[config.mk]
export PLATFORM = sky130hd
export DESIGN_NAME = ppu_cmd_queue
export DESIGN_NICKNAME = d
export VERILOG_FILES = /design/src/rtl/ppu_cmd_queue.sv
export SDC_FILE = /design/constraint.sdc
export NUM_CORES = 1
export LEC_CHECK = 0
export BUFFER_PORTS_ARGS = -buffer_cell sky130_fd_sc_hd__buf_2
export CAP_MARGIN = 15
export CELL_PAD_IN_SITES_DETAIL_PLACEMENT = 1
export CELL_PAD_IN_SITES_GLOBAL_PLACEMENT = 1
export CORE_ASPECT_RATIO = 0.8
export CORE_MARGIN = 1.5
export CORE_UTILIZATION = 56
export CTS_CLUSTER_DIAMETER = 80
export CTS_CLUSTER_SIZE = 28
export DETAILED_ROUTE_END_ITERATION = 8
export HOLD_SLACK_MARGIN = 0.15
export PLACE_DENSITY_LB_ADDON = 0.05
export SLEW_MARGIN = 20
export SYNTH_ARGS = -nofsm -noshare
export SYNTH_HDL_FRONTEND = slang
export SYNTH_SLANG_ARGS = --single-unit
[constraint.sdc]
create_clock -name clk -period 7.2 [get_ports clk]
set_input_delay 0.72 -clock clk [delete_from_list [all_inputs] [get_ports clk]]
set_output_delay 0.72 -clock clk [all_outputs]
set_load 0.005 [all_outputs]
[src/rtl/ppu_cmd_queue.sv]
// Queue of processor PPU command words; words are visible one cycle after push (no bypass).
// A push is dropped only when the queue is full and no pop happens that cycle; the drop sets sticky overflow.
module ppu_cmd_queue #(
  parameter int DEPTH = 8,
  parameter int CNT_W = $clog2(DEPTH + 1)
) (
  input  logic             clk,
  input  logic             rst,
  input  logic             ppu_send,
  input  logic [31:0]      interface_data,
  input  logic             cmd_ready,
  output logic             cmd_valid,
  output logic [31:0]      cmd_data,
  output logic             full,
  output logic             empty,
  output logic [CNT_W-1:0] count,
  output logic             overflow,
  input  logic             overflow_clr
);

  localparam int PTR_W = $clog2(DEPTH);

  logic [31:0]      mem [DEPTH];
  logic [PTR_W-1:0] wr_ptr;
  logic [PTR_W-1:0] rd_ptr;
  logic [CNT_W-1:0] count_q;
  logic             pop;
  logic             push_ok;
  logic             push_drop;

  assign full      = (count_q == CNT_W'(DEPTH));
  assign empty     = (count_q == '0);
  assign count     = count_q;
  assign cmd_valid = !empty;
  assign cmd_data  = mem[rd_ptr];

  assign pop       = cmd_valid && cmd_ready;
  // A pop frees the slot on the same edge, so a full queue can still take a push.
  assign push_ok   = ppu_send && (!full || pop);
  assign push_drop = ppu_send && full && !pop;

  always_ff @(posedge clk) begin
    if (push_ok) begin
      mem[wr_ptr] <= interface_data;
    end
  end

  always_ff @(posedge clk or posedge rst) begin
    if (rst) begin
      wr_ptr   <= '0;
      rd_ptr   <= '0;
      count_q  <= '0;
      overflow <= 1'b0;
    end else begin
      if (push_ok) begin
        wr_ptr <= wr_ptr + PTR_W'(1);
      end
      if (pop) begin
        rd_ptr <= rd_ptr + PTR_W'(1);
      end
      if (push_ok && !pop) begin
        count_q <= count_q + CNT_W'(1);
      end else if (pop && !push_ok) begin
        count_q <= count_q - CNT_W'(1);
      end
      // Set wins over clear so a drop coinciding with a clear is not lost.
      if (push_drop) begin
        overflow <= 1'b1;
      end else if (overflow_clr) begin
        overflow <= 1'b0;
      end
    end
  end

endmodule

==> results.sh, run 1 <==
export IMPL_status="completed"
export IMPL_yosys_top_cells_count="256 x edfxtp_1, 39 x mux4_2, 33 x mux2_2"
export IMPL_r2r_end="count[3]$_DFFE_PP0P_"
export IMPL_cp_max_fo=42
export IMPL_dp_slack_ps=3870
export IMPL_cts_resized=0
export IMPL_min_period_ps=3800
export IMPL_port_buffers=76
export IMPL_hold_path_class="in2async"
export IMPL_required_ps=6480
export IMPL_slowest_delay_ps=750
export IMPL_cellLeakagePower_nw=3.81
export IMPL_hpwl_um=10500
export IMPL_synth_nets=479
export IMPL_first_global_vias=5001
export IMPL_path_buf_inv=2
export IMPL_syn_area_um2=10400
export IMPL_cp_depth=4
export IMPL_ys_ff_latch=267
export IMPL_grt_pass1_wl_um=29800
export IMPL_start_kind="register"
export IMPL_routed_via_density=6.09
export IMPL_layout_nets=561
export IMPL_cts_tree="built"
export IMPL_antenna_found_initial=0
export IMPL_numCtsBuffers=13
export IMPL_crit_family="multiplexers"
export IMPL_synth_edff_count=256
export IMPL_cts_buffer_depth=3
export IMPL_synth_most_common_cell="edfxtp_1"
export IMPL_clk_pin_slew_ps=110
export IMPL_slew_limit_headroom_pct=33.1
export IMPL_worstPathArrival_ps=3080
export IMPL_fin_ws_ps=3400
export IMPL_end_kind="primary output"
export IMPL_dieArea_um2=19400
export IMPL_synthArstFlopShare_pct=4.12
export IMPL_synth_largest_area_cell="edfxtp_1"
export IMPL_whs_ps=219
export IMPL_post_cts_setup_buffer_count=0
export IMPL_antenna_cells=0
export IMPL_layout_area_overhead_vs_synth_pct=9.87
export IMPL_insertion_delay_ps=480
export IMPL_ant_nets=0
export IMPL_cpMaxStageDelayCell="dfrtp_4"
export IMPL_overflow=0
export IMPL_hold_viol=0
export IMPL_synth_cells=436
export IMPL_path_class="reg2out"
export IMPL_drive_gt1_share_pct=35.8
export IMPL_synth_cell_types=36
export IMPL_stdcell_area_um2=11400
export IMPL_grt_setup_unrepaired="no"
export IMPL_start_util_pct=57.4
export IMPL_core_um2=18200
export IMPL_ios=77
export IMPL_synth_seq_area_share_pct=76.4
export IMPL_drc_errors=0
export IMPL_worst_slew_pin_slew_ps=1000
export IMPL_initialDrtViolationCount=331
export IMPL_vias=4578
export IMPL_wl_per_cell_um=25.6
export IMPL_wl_um=19200
export IMPL_r2r_slack_ps=4220
export IMPL_synth_top_cell_area_share_pct=73.8
export IMPL_max_cap_viol_count=0
export IMPL_worstPathCellList="buf_4, mux4_1, mux2_2, buf_2"
export IMPL_final_util_pct=63.0
export IMPL_critPathLaunch="rd_ptr[0]$_DFFE_PP0N_"
export IMPL_placed_area_um2=11100
export IMPL_cts_root_buf="clkbuf_16"
export IMPL_rows=44
export IMPL_cts_sinks=267
export IMPL_ys_warn_count=0
export IMPL_synth_area_leaders="edfxtp_1 74%, mux4_2 8.4%, mux4_1 6.3%"
export IMPL_min_period_over_period_pct=52.8
export IMPL_first_pass_iters=5
export IMPL_power_density_nw_per_um2=371
export IMPL_cts_max_level=1
export IMPL_fmax_mhz=263
export IMPL_holdBufCountCts=0
export IMPL_ir_drop_uv=182
export IMPL_grt_max_degree=67
export IMPL_grt_usage_pct=20.7
export IMPL_setup_viol=0
export IMPL_finalSetupTns_ps=0
export IMPL_avgSynthCellArea_um2=23.9
export IMPL_reg2reg_from="count[0]$_DFFE_PP0P_"
export IMPL_die_height_um=125
export IMPL_place_gp_congestion=0.695
export IMPL_reg2reg_depth=9
export IMPL_critPathCapture="cmd_data[15]"
export IMPL_die_w_um=156
export IMPL_skew_ps=7.89
export IMPL_synth_ff_type="edfxtp_1"
export IMPL_slew_violations=0
-- flip-flops by register name, summed over array words and instances (netlist names) --
signal / flops
mem: 256
overflow: 1
count: 4
rd_ptr: 3
wr_ptr: 3
-- placed cells by master, fill, tap and decap left out, types with 2 or more instances in the layout --
| cell | instances |
|---|---|
| edfxtp_1 | 256 |
| nand2_1 | 2 |
| clkbuf_16 | 13 |
| clkbuf_1 | 4 |
| nand2b_1 | 2 |
| nor2_4 | 3 |
| or4_1 | 2 |
| dfrtp_2 | 2 |
| mux2_2 | 33 |
| ha_1 | 5 |
| buf_4 | 10 |
| nand3b_1 | 2 |
| mux2_1 | 2 |
| mux4_1 | 25 |
| xnor2_1 | 6 |
| dfrtp_1 | 8 |
| buf_2 | 76 |
| mux4_2 | 39 |
| or3_1 | 3 |
| inv_1 | 6 |
| o211ai_1 | 2 |
| nor3_2 | 4 |
| nand3_1 | 2 |
-- final cells by class --
type / count / area [um2]
clock inverters: 2 / 38.8
well taps: 230 / 288
clock buffers: 17 / 340
fillers: 1469 / 6720
repair buffers: 86 / 455
flip-flops and latches: 267 / 7970
multi-input cells: 144 / 2340
inverters: 6 / 22.5
-- kinds of logic after synthesis --
group | synth area share (%)
compound gates | 0.732
xor+xnor | 0.504
fa+ha+maj | 0.792
buf+inv | 1.64
flops | 76.4
mux | 18.6
simple gates | 1.31
-- power breakdown --
part / switching, mW / internal [mW]
clock: 0.448 / 0.375
sequential: 0.169 / 1.96
combinational: 0.601 / 0.694
total: 1.22 / 3.03
-- how the worst min path moves through the flow --
stage	from	slack [ps]	cells past startpoint	to
2_1_floorplan	overflow$_DFFE_PP0P_	490	1	overflow$_DFFE_PP0P_
3_3_place_gp	overflow$_DFFE_PP0P_	470	1	overflow$_DFFE_PP0P_
3_5_place_dp	overflow$_DFFE_PP0P_	500	1	overflow$_DFFE_PP0P_
4_1_cts	rst	220	2	wr_ptr[0]$_DFFE_PP0P_
5_1_grt	rst	240	2	wr_ptr[0]$_DFFE_PP0P_
6_report	rst	220	2	wr_ptr[0]$_DFFE_PP0P_
-- routing by layer --
| layer | global-route usage (%) | vias up | routed length, um |
|---|---|---|---|
| li1 | - | 2011 | - |
| met4 | 4.48 | 0 | 301 |
| met3 | 3.02 | 18 | 774 |
| met5 | 0 | - | 0 |
| met2 | 34.4 | 95 | 9660 |
| met1 | 29.8 | 2454 | 8490 |
-- metrics by stage --
step	instances	total power, mW
finish	752	4.25
global route	752	4.45
global placement	733	3.43
floorplan	436	3.04
detailed placement	733	3.49
CTS	752	4.31
Note: power is estimated with default switching activity, not from simulation.
==> run 2: changes to the inputs <==
Settings changed: CORE_UTILIZATION 56 to 53.
Clock period 7.2 ns to 3.7 ns, I/O delays scaled along.
==> results.sh, run 2 (synthesis gave the netlist of run 1 again) <==
export IMPL_status="completed"
export IMPL_grt_use_met3_pct=3.06
export IMPL_hold_path_class="in2reg"
export IMPL_fmax_mhz=329
export IMPL_slew_violations=0
export IMPL_ir_drop_uv=500
export IMPL_rows=45
export IMPL_finalSetupTns_ps=0
export IMPL_cp_max_fo=28
export IMPL_routed_via_density=5.88
export IMPL_worst_slew_pin_slew_ps=1040
export IMPL_drive_gt1_share_pct=36.5
export IMPL_min_period_over_period_pct=82.2
export IMPL_cpMaxStageDelayCell="dfrtp_4"
export IMPL_cts_tree="built"
export IMPL_grt_pass1_wl_um=30300
export IMPL_regMostFlops="mem"
export IMPL_wl_per_cell_um=24.8
export IMPL_die_w_um=160
export IMPL_grt_usage_pct=20.0
export IMPL_numCtsBuffers=13
export IMPL_power_density_nw_per_um2=712
export IMPL_ant_nets=0
export IMPL_end_kind="primary output"
export IMPL_hold_viol=0
export IMPL_vias=4659
export IMPL_final_cell_mix="256 x edfxtp_1, 76 x buf_2, 39 x mux4_2"
export IMPL_hpwl_um=11900
export IMPL_met1_usage_pct=28.4
export IMPL_layout_nets=576
export IMPL_cts_sinks=267
export IMPL_setup_viol=0
export IMPL_grt_max_degree=34
export IMPL_clk_pin_slew_ps=100
export IMPL_start_kind="register"
export IMPL_largest_reg_flops=256
export IMPL_slew_limit_headroom_pct=30.5
export IMPL_worstPathCellList="buf_4, mux4_1, mux2_2, buf_2"
export IMPL_cellLeakagePower_nw=3.87
export IMPL_place_inst=769
export IMPL_first_pass_iters=4
export IMPL_dieArea_um2=20500
export IMPL_core_um2=19100
export IMPL_antenna_found_initial=1
export IMPL_skew_ps=13.1
export IMPL_cts_buffer_depth=3
export IMPL_drc_errors=0
export IMPL_cts_max_level=1
export IMPL_start_util_pct=54.4
export IMPL_required_ps=3330
export IMPL_cts_resized=0
export IMPL_layout_area_overhead_vs_synth_pct=11.4
export IMPL_initialDrtViolationCount=280
export IMPL_grt_busiest_layer="met2"
export IMPL_max_cap_viol_count=0
export IMPL_overflow=0
export IMPL_grt_use_met2_pct=34.3
export IMPL_wl_um=19700
export IMPL_worstPathArrival_ps=2670
export IMPL_port_buffers=76
export IMPL_grt_setup_unrepaired="no"
export IMPL_slowest_delay_ps=800
export IMPL_die_height_um=128
export IMPL_fin_cells=793
export IMPL_post_cts_setup_buffer_count=0
export IMPL_insertion_delay_ps=470
export IMPL_final_common_cell="edfxtp_1"
export IMPL_place_gp_congestion=0.724
export IMPL_min_period_ps=3040
export IMPL_first_global_vias=5093
export IMPL_ios=77
export IMPL_cts_root_buf="clkbuf_16"
export IMPL_path_class="reg2out"
[run 2: cell types whose count changed in the layout (fill, tap and decap cells not counted), sizes merged]
cell / previous run / this run
buf: 86 / 94
dlygate4sd3: 0 / 7
clkbuf: 17 / 14
bufinv: 1 / 0
clkinvlp: 0 / 1
diode: 0 / 1
[run 2: layout make-up]
| type | instances | area, um2 |
|---|---|---|
| clock inverter | 2 | 16.3 |
| sequential | 267 | 7970 |
| fill | 1603 | 7540 |
| antenna | 1 | 2.50 |
| clock buffer | 14 | 329 |
| multi-input combinational | 144 | 2340 |
| tap | 258 | 323 |
| timing repair buffer | 101 | 598 |
| inverter | 6 | 22.5 |
[run 2: power by group]
part | total, mW | internal (mW) | switching [mW]
clock network | 1.51 | 0.650 | 0.863
logic | 2.53 | 1.40 | 1.14
registers | 4.21 | 3.81 | 0.402
[run 2: worst paths after layout]
check / depth (start not counted) / startpoint / slack, ps / to
setup / recovery: 4 / rd_ptr[0]$_DFFE_PP0N_ / 660 / cmd_data[16]
hold / removal: 1 / interface_data[31] / 170 / mem[3][31]$_DFFE_PP_
setup reg to reg: 9 / count[0]$_DFFE_PP0P_ / 720 / count[3]$_DFFE_PP0P_
hold reg to reg: 1 / overflow$_DFFE_PP0P_ / 530 / overflow$_DFFE_PP0P_
max in group asynchronous: 3 / rst / 2920 / rd_ptr[0]$_DFFE_PP0N_
min in group asynchronous: 3 / rst / 430 / wr_ptr[1]$_DFFE_PP0P_
[run 2: worst max-delay path, delay by kind of cell (launching register included)]
family	cells	cell delay, ps
multiplexers	2	890
buffers and inverters	2	490
flip-flops	1	800
[run 2: timing repair]
action,CTS,global route
hold endpoints to repair,43,0
endpoints found under the setup margin,0,0
hold buffers,7,0
[run 2: per-stage QoR]
step                      hold slack [ps]  setup WS, ps  utilization, %  power (mW)  instance area, um2
after floorplan                       222           236               -        5.92               10400
after global placement                396           849            58.4        6.77               11200
after detailed placement              403           725            58.4        6.88               11200
after CTS                             152           588            60.6        8.39               11600
after global routing                  160           511            60.6        8.68               11600
final                                 167           660            60.6        8.26               11600
[run 2: per-layer routing]
layer  vias to the layer above  wire length (um)
met2                        84              9750
met4                         0               244
met1                      2516              9030
met3                        15               676
li1                       2044                 -
met5                         -                 0
==> run 3: changes to the inputs <==
Clock period 3.7 ns to 2.8 ns, I/O delays scaled along.
==> results.sh, run 3 (synthesis gave the netlist of run 1 again) <==
export IMPL_start_kind="register"
export IMPL_fin_cells=825
export IMPL_cts_tree="built"
export IMPL_cp_max_fo=13
export IMPL_dieArea_um2=20500
export IMPL_seqPwrFrac_pct=48.4
export IMPL_routed_via_density=5.72
export IMPL_worstPathArrival_ps=2420
export IMPL_placed_area_um2=11200
export IMPL_finalPower_mw=11.1
export IMPL_wl_per_cell_um=24.8
export IMPL_rows=45
export IMPL_path_buf_inv=2
export IMPL_first_global_vias=5382
export IMPL_hold_viol=0
export IMPL_grt_pass1_wl_um=31500
export IMPL_cts_max_level=1
export IMPL_layout_area_overhead_vs_synth_pct=14.9
export IMPL_wl_um=20400
export IMPL_place_gp_congestion=0.703
export IMPL_cts_root_buf="clkbuf_16"
export IMPL_grt_max_degree=41
export IMPL_drc_errors=0
export IMPL_fmax_mhz=371
export IMPL_cts_buffer_depth=3
export IMPL_antenna_cells=0
export IMPL_hold_path_class="in2reg"
export IMPL_ir_drop_uv=467
export IMPL_cpMaxStageDelayCell="dfrtp_4"
export IMPL_stdcell_area_um2=12000
export IMPL_power_density_nw_per_um2=928
export IMPL_final_cell_mix="256 x edfxtp_1, 76 x buf_2, 39 x mux4_2"
export IMPL_switching_share_pct=29.2
export IMPL_ant_nets=0
export IMPL_slew_limit_headroom_pct=43.9
export IMPL_end_kind="primary output"
export IMPL_crit_family="multiplexers"
export IMPL_ios=77
export IMPL_first_pass_iters=4
export IMPL_vias=4720
export IMPL_die_w_um=160
export IMPL_grt_setup_unrepaired="no"
export IMPL_status="completed"
export IMPL_nFillCells=1582
export IMPL_setup_viol=0
export IMPL_min_period_over_period_pct=96.3
export IMPL_worstPathCellList="buf_4, mux4_1, mux2_2, buf_2"
export IMPL_p_comb_share_pct=33.4
export IMPL_cellLeakagePower_nw=4.02
export IMPL_skew_ps=16.3
export IMPL_layout_nets=607
export IMPL_antenna_found_initial=0
export IMPL_max_cap_viol_count=0
export IMPL_pwr_share_clk_pct=18.1
export IMPL_final_common_cell="edfxtp_1"
export IMPL_min_period_ps=2700
export IMPL_initialDrtViolationCount=231
export IMPL_slew_violations=0
export IMPL_hpwl_um=12100
export IMPL_cts_sinks=267
export IMPL_fin_ws_ps=103
export IMPL_insertion_delay_ps=480
export IMPL_worst_slew_pin_slew_ps=840
export IMPL_grt_usage_pct=20.8
export IMPL_path_class="reg2out"
export IMPL_p_switching_mw=3.24
export IMPL_required_ps=2520
export IMPL_place_inst=770
export IMPL_internal_power_mw=7.88
export IMPL_core_um2=19100
export IMPL_die_height_um=128
export IMPL_largest_reg_flops=256
export IMPL_port_buffers=76
export IMPL_start_util_pct=54.4
export IMPL_clk_pin_slew_ps=100
export IMPL_dp_slack_ps=5.78
export IMPL_drive_gt1_share_pct=36.2
export IMPL_regMostFlops="mem"
export IMPL_overflow=0
export IMPL_slowest_delay_ps=610
export IMPL_numCtsBuffers=13
[run 3: cell count changes in the layout (fill, tap and decap cells not counted), sizes merged]
cell / delta
clkinv: +3
diode: -1
buf: +3
clkinvlp: -1
dlygate4sd3: +28
[run 3: metrics by stage]
step | util [%] | hold slack [ps] | setup TNS [ps]
after detailed placement | 58.7 | 313 | 0
after global placement | 58.7 | 307 | 0
after global routing | 62.6 | 161 | 0
final | 62.6 | 158 | 0
after CTS | 62.5 | 152 | 0
after floorplan | - | 132 | -65120
[run 3: per-layer routing]
metal | wire [um] | track usage (%) | vias to the layer above
met5 | 0 | 0 | -
met4 | 257 | 4.34 | 0
met3 | 931 | 2.93 | 17
met2 | 10800 | 37.5 | 109
met1 | 8500 | 27.5 | 2493
li1 | - | - | 2101
[run 3: path summary, 6_finish.rpt]
path	start	end	slack (ps)	cells after the start
setup / recovery	rd_ptr[0]$_DFFE_PP0N_	cmd_data[3]	100	4
hold / removal	cmd_ready	rd_ptr[2]$_DFFE_PP0N_	160	3
setup reg to reg	count[1]$_DFFE_PP0P_	count[3]$_DFFE_PP0P_	120	9
hold reg to reg	count[1]$_DFFE_PP0P_	count[1]$_DFFE_PP0P_	630	1
max in group asynchronous	rst	rd_ptr[0]$_DFFE_PP0N_	2100	3
min in group asynchronous	rst	count[2]$_DFFE_PP0P_	350	3
[run 3: cell type report]
type                            instances  area, um2  area share (%)
Inverter                                6       22.5           0.188
Timing Repair Buffer                  132        946            7.90
Multi-Input combinational cell        144       2360            19.7
Sequential cell                       267       7970            66.5
Tap cell                              258        323            2.69
Clock buffer                           14        329            2.75
Clock inverter                          4       27.5           0.230
[run 3: timing repair]
item                       CTS  global route
gates cloned                 0             0
setup endpoints to repair   17             1
gates resized for setup      1             4
hold endpoints to repair   268             0
setup buffers                1             1
hold buffers                35             0
[run 3: worst min-delay path, cell delays in order]
cell and delay (ps):
buf_2 140, nand3_1 100, xnor2_1 70
[run 3: power groups by stage]
| stage | clock network, mW | registers [mW] | logic (mW) |
|---|---|---|---|
| 6_report | 2.02 | 5.38 | 3.72 |
| 5_1_grt | 2.16 | 5.45 | 4.05 |
| 4_1_cts | 2.07 | 5.40 | 3.81 |
| 3_5_place_dp | 0 | 5.52 | 3.67 |
| 3_3_place_gp | 0 | 5.46 | 3.57 |
| 2_1_floorplan | 0 | 5.29 | 2.54 |
